## src/rtl/rvfpm_pkg.sv

```systemverilog
// Shared opcodes and issue-entry layout for the rvfpm front end.
package rvfpm_pkg;

  localparam logic [6:0] OPC_LOAD_FP  = 7'b0000111;
  localparam logic [6:0] OPC_STORE_FP = 7'b0100111;
  localparam logic [6:0] OPC_FMADD    = 7'b1000011;
  localparam logic [6:0] OPC_FMSUB    = 7'b1000111;
  localparam logic [6:0] OPC_FNMSUB   = 7'b1001011;
  localparam logic [6:0] OPC_FNMADD   = 7'b1001111;
  localparam logic [6:0] OPC_OP_FP    = 7'b1010011;

  localparam int unsigned ENTRY_ID_W = 4;
  localparam int unsigned ENTRY_XLEN = 32;

  typedef struct packed {
    logic [31:0]             instr;
    logic [ENTRY_ID_W-1:0]   id;
    logic [ENTRY_XLEN-1:0]   rs1;
  } issue_entry_t;

endpackage

```

## src/rtl/rvfpm_fp_decode.sv

```systemverilog
// Major-opcode decode: flags instructions that belong to the F extension.
module rvfpm_fp_decode
  import rvfpm_pkg::*;
(
  input  logic [6:0] opcode,
  output logic       accept
);

  always_comb begin
    accept = 1'b0;
    unique case (opcode)
      OPC_LOAD_FP, OPC_STORE_FP,
      OPC_FMADD, OPC_FMSUB, OPC_FNMSUB, OPC_FNMADD,
      OPC_OP_FP: accept = 1'b1;
      default:   accept = 1'b0;
    endcase
  end

endmodule

```

## src/rtl/rvfpm_issue_queue.sv

```systemverilog
// XIF issue queue feeding the rvfpm core through an enable/fpu_ready handshake.
// Optional same-cycle bypass into an empty queue: define RVFPM_ISSUE_BYPASS_EN.
module rvfpm_issue_queue
  import rvfpm_pkg::*;
#(
  parameter int unsigned DEPTH      = 4,
  parameter int unsigned X_ID_WIDTH = ENTRY_ID_W,
  parameter int unsigned XLEN       = ENTRY_XLEN
) (
  input  logic                    ck,
  input  logic                    rst,
  input  logic                    issue_valid,
  output logic                    issue_ready,
  input  logic [31:0]             issue_instr,
  input  logic [X_ID_WIDTH-1:0]   issue_id,
  input  logic [XLEN-1:0]         issue_rs1,
  output logic                    issue_accept,
  input  logic                    flush,
  output logic                    enable,
  input  logic                    fpu_ready,
  output logic [31:0]             instruction,
  output logic [X_ID_WIDTH-1:0]   id,
  output logic [XLEN-1:0]         data_fromXReg,
  output logic [$clog2(DEPTH):0]  count
);

  localparam int unsigned AW = $clog2(DEPTH);
  localparam int unsigned PW = AW + 1;

  logic [PW-1:0] wr_ptr_q, wr_ptr_d;
  logic [PW-1:0] rd_ptr_q, rd_ptr_d;
  issue_entry_t  mem_q [DEPTH];
  issue_entry_t  mem_d [DEPTH];
  issue_entry_t  new_entry, head;
  logic          full, empty, xfer, push, pop, bypass;

  rvfpm_fp_decode u_decode (
    .opcode (issue_instr[6:0]),
    .accept (issue_accept)
  );

  assign full  = (wr_ptr_q[AW] != rd_ptr_q[AW]) &&
                 (wr_ptr_q[AW-1:0] == rd_ptr_q[AW-1:0]);
  assign empty = (wr_ptr_q == rd_ptr_q);

  assign issue_ready = !full && !flush;
  assign xfer        = issue_valid && issue_ready;

`ifdef RVFPM_ISSUE_BYPASS_EN
  assign bypass = empty && xfer && issue_accept && fpu_ready;
`else
  assign bypass = 1'b0;
`endif

  // A bypassed request is consumed by the FPU directly and never stored.
  assign push = xfer && issue_accept && !bypass;
  assign pop  = !empty && fpu_ready;

  assign new_entry = '{instr: issue_instr,
                       id:    ENTRY_ID_W'(issue_id),
                       rs1:   ENTRY_XLEN'(issue_rs1)};
  assign head = mem_q[rd_ptr_q[AW-1:0]];

  always_comb begin
    wr_ptr_d = wr_ptr_q;
    rd_ptr_d = rd_ptr_q;
    mem_d    = mem_q;
    if (flush) begin
      wr_ptr_d = '0;
      rd_ptr_d = '0;
    end else begin
      if (push) begin
        mem_d[wr_ptr_q[AW-1:0]] = new_entry;
        wr_ptr_d = wr_ptr_q + PW'(1);
      end
      if (pop) begin
        rd_ptr_d = rd_ptr_q + PW'(1);
      end
    end
  end

  always_ff @(posedge ck or negedge rst) begin
    if (!rst) begin
      wr_ptr_q <= '0;
      rd_ptr_q <= '0;
    end else begin
      wr_ptr_q <= wr_ptr_d;
      rd_ptr_q <= rd_ptr_d;
    end
  end

  always_ff @(posedge ck) begin
    mem_q <= mem_d;
  end

  always_comb begin
    enable        = !empty;
    instruction   = '0;
    id            = '0;
    data_fromXReg = '0;
    if (!empty) begin
      instruction   = head.instr;
      id            = X_ID_WIDTH'(head.id);
      data_fromXReg = XLEN'(head.rs1);
    end
`ifdef RVFPM_ISSUE_BYPASS_EN
    if (bypass) begin
      enable        = 1'b1;
      instruction   = issue_instr;
      id            = issue_id;
      data_fromXReg = issue_rs1;
    end
`endif
  end

  assign count = wr_ptr_q - rd_ptr_q;

endmodule

```

## config.mk

```make
export PLATFORM = sky130hd
export DESIGN_NAME = rvfpm_issue_queue
export DESIGN_NICKNAME = d
export VERILOG_FILES = /design/src/rtl/rvfpm_pkg.sv /design/src/rtl/rvfpm_fp_decode.sv /design/src/rtl/rvfpm_issue_queue.sv
export SDC_FILE = /design/constraint.sdc
export NUM_CORES = 1
export LEC_CHECK = 0
export CORE_ASPECT_RATIO = 0.6
export CORE_MARGIN = 2
export CORE_UTILIZATION = 55
export CTS_CLUSTER_SIZE = 12
export DETAILED_ROUTE_END_ITERATION = 16
export PLACE_DENSITY_LB_ADDON = 0.25
export SYNTH_ARGS = -nofsm -noshare
export SYNTH_HDL_FRONTEND = slang
export SYNTH_SLANG_ARGS = --single-unit
```

## constraint.sdc

```tcl
create_clock -name ck -period 7.5 [get_ports ck]
set_input_delay 1.125 -clock ck [delete_from_list [all_inputs] [get_ports ck]]
set_output_delay 1.125 -clock ck [all_outputs]
set_load 0.02 [all_outputs]
```

==> flow_metrics.tcl <==
set metrics [dict create \
    cp-start-kind "register" \
    p_clk_frac 0.383 \
    hold_viol_final 0 \
    status "complete, no violations" \
    maxCapViolations 0 \
    crit_chain "inv_1, ha_1, nand2_1, nor2_4, buf_4, and2b_1, clkdlybuf4s50_1" \
    critPathTopFamily "buffers and inverters" \
    ys_types 32 \
    ant_nets 0 \
    ir_drop_mv 0.154 \
    die_x_um 185 \
    rsz0062_at_grt "no" \
    final_cell_area_um2 13200 \
    worst_path_largest_cell_delay_ps 1120 \
    io_pins 147 \
    drc 0 \
    wirelength_um 19700 \
    placement.io_buffers 146 \
    routed_via_density 5.60 \
    powerDensity_nw_per_um2 230 \
    diodes 0 \
    worst-path-buf-inv 3 \
    die_h_um 112 \
    drt_iter0_markers 436 \
    htree_levels 1 \
    holdBufCountCts 0 \
    synth_nets 567 \
    min_path_type "reg -> reg" \
    cp_data_arrival_time_ps 4150 \
    grtUsageTotal 0.194 \
    clkSlewWorstSetupHoldPaths_ps 60 \
    syn_avg_cell_area_um2 22.2 \
    worstSetupPathType "reg -> out" \
    gp_congestion 0.741 \
    grt_pass1_wl_um 30200 \
    internal_power_mw 2.45 \
    critPathMaxFanout 72 \
    antenna_found_initial 1 \
    synthCells 486 \
    crit_path_end_kind "output pin" \
    drive_above_1_share 0.156 \
    required_ps 6380 \
    start_util 0.564 \
    crit_path_top_delay_cell "dfrtp_4" \
    power.switching_mw 0.593 \
    cts.sinks 278 \
    pwr-share-seq 0.563 \
    swShare 0.195 \
    grt_pass1_vias 5437 \
    final.setup_skew_ps 14.4 \
    wl_per_cell_um 21.5 \
    grt_overflow 0 \
    period_share 0.703 \
    slew_headroom 0.287 \
    cts_buffers 27 \
    die_area_um2 20800 \
    cts-root-buf "clkbuf_16" \
    clock_latency_ps 520 \
    max_freq_mhz 190 \
    drt-pass1-iter-count 5 \
    slew_violations 0 \
    synthesis.area_um2 10800 \
    setup_viol 0 \
    hpwl_um 11000 \
    worstMarginPinSlew_ps 1070 \
    fillCellCount 1232 \
    ctsResizeCount 0 \
    p_leak_nw 4.11 \
    grt_max_degree 73 \
    fin_nets 722 \
    post_cts_buffers 0 \
    vias 5141 \
    yosys_warnings 0 \
    placementRows 39 \
    synth.yosys.seq_area_share 0.771 \
    core_um2 19100 \
    synth_seq_cells 278 \
    place_area_um2 12500 \
    finalPower_mw 3.04 \
    pwr-share-comb 0.054 \
    cts_tree "done" \
    clockBufferDepth 3 \
    period_minus_slack_ps 5270 \
    area_delta_synth_final_pct 22.7 \
    tns_ps 0 \
]
## metal layers
layer	wire length, um	global-route usage	up-vias
li1	-	-	2272
met1	8580	0.283	2631
met2	9100	0.306	205
met3	1650	0.0464	31
met4	353	0.0392	2
met5	12	0	-
## layout make-up
class / instances / area [um^2] / area share
Clock buffer: 38 / 717 / 0.0542
Tap cell: 266 / 333 / 0.0252
Sequential cell: 278 / 8330 / 0.629
Inverter: 7 / 26.3 / 0.00199
Clock inverter: 2 / 10.0 / 0.000757
Multi-Input combinational cell: 178 / 2340 / 0.177
Timing Repair Buffer: 149 / 1480 / 0.112
## power groups by stage
| stage | sequential, mW | clock, mW | combinational, mW |
|---|---|---|---|
| 6_report | 1.71 | 1.17 | 0.164 |
| 2_1_floorplan | 1.74 | 0 | 0.0741 |
| 3_3_place_gp | 1.75 | 0 | 0.160 |
| 4_1_cts | 1.71 | 1.19 | 0.166 |
| 3_5_place_dp | 1.75 | 0 | 0.165 |
| 5_1_grt | 1.71 | 1.25 | 0.175 |
## synth_stat cells, drive strengths merged
cell    instances  share of area
ha              7         0.0081
mux4           68           0.14
nor2b          63          0.037
nor3            2        0.00093
mux2            1         0.0010
fa              1         0.0019
o21ai           2        0.00093
nor3b           1        0.00070
and2b           5         0.0035
nand2b          1        0.00058
nor2            7         0.0024
buf            10         0.0072
a31oi           1        0.00058
nand2           2        0.00070
or4             1        0.00070
mux2i           2         0.0019
a21oi           1        0.00046
xnor2           2         0.0016
edfxtp        272           0.76
o211ai          1        0.00070
inv             7         0.0024
o31ai           1        0.00070
dfrtp           6          0.014
and4b           1        0.00093
nor4b           2         0.0016
clkbuf         13         0.0045
and2            3         0.0017
xor2            3         0.0024
## cells in the final DEF (no fill, tap or decap), types with 2 or more instances in the layout
master	instances
nor2_1	6
xor2_1	3
and2_4	3
and2b_1	5
edfxtp_1	272
mux2i_1	2
nor4b_1	2
clkinv_2	2
clkbuf_1	11
mux4_1	6
inv_1	7
dfrtp_4	2
clkdlybuf4s50_1	146
nor2b_1	63
clkbuf_16	27
nand2_1	2
dfrtp_1	4
buf_4	3
mux4_2	62
xnor2_1	2
ha_1	7
## logic make-up after synthesis
kind of cell             share of synthesized area
XOR/XNOR                                   0.00406
AND/OR/NAND/NOR                             0.0503
multiplexers                                 0.147
AO/OA/AOI/OAI                              0.00336
adder cells (fa/ha/maj)                    0.00998
flip-flops                                   0.771
buffers and inverters                       0.0142
## worst paths after layout
| check | slack [ps] | depth (start not counted) | end | start |
|---|---|---|---|---|
| setup / recovery | 2230 | 7 | data_fromXReg[31] | rd_ptr_q[1] |
| hold / removal | 560 | 1 | wr_ptr_q[0] | wr_ptr_q[0] |
| setup reg to reg | 3910 | 6 | mem_q[153] | rd_ptr_q[1] |
| hold reg to reg | 560 | 1 | wr_ptr_q[0] | wr_ptr_q[0] |
| max in group asynchronous | 6400 | 1 | rd_ptr_q[0] | rst |
| min in group asynchronous | 850 | 1 | wr_ptr_q[2] | rst |
## through the flow
stage / setup WS [ps] / hold slack, ps / cells / utilization
finish: 2230 / 559 / 918 / 0.692
global route: 1890 / 586 / 918 / 0.692
CTS: 2080 / 562 / 918 / 0.692
detailed placement: 2630 / 548 / 878 / 0.654
global placement: 2680 / 524 / 878 / 0.654
floorplan: 699 / 504 / 486 / -
## state kept, by name (all words and copies together), names as in the netlist
signal    flops
rd_ptr_q      3
wr_ptr_q      3
mem_q       272
## worst reg2reg max path, delay by kind of cell (launching register included)
family,cells,cell delay [ps]
buf+inv,1,120
fa+ha+maj,1,330
compound gates,1,150
simple gates,3,1380
flops,1,1120
(Power assumes the default switching activity.)
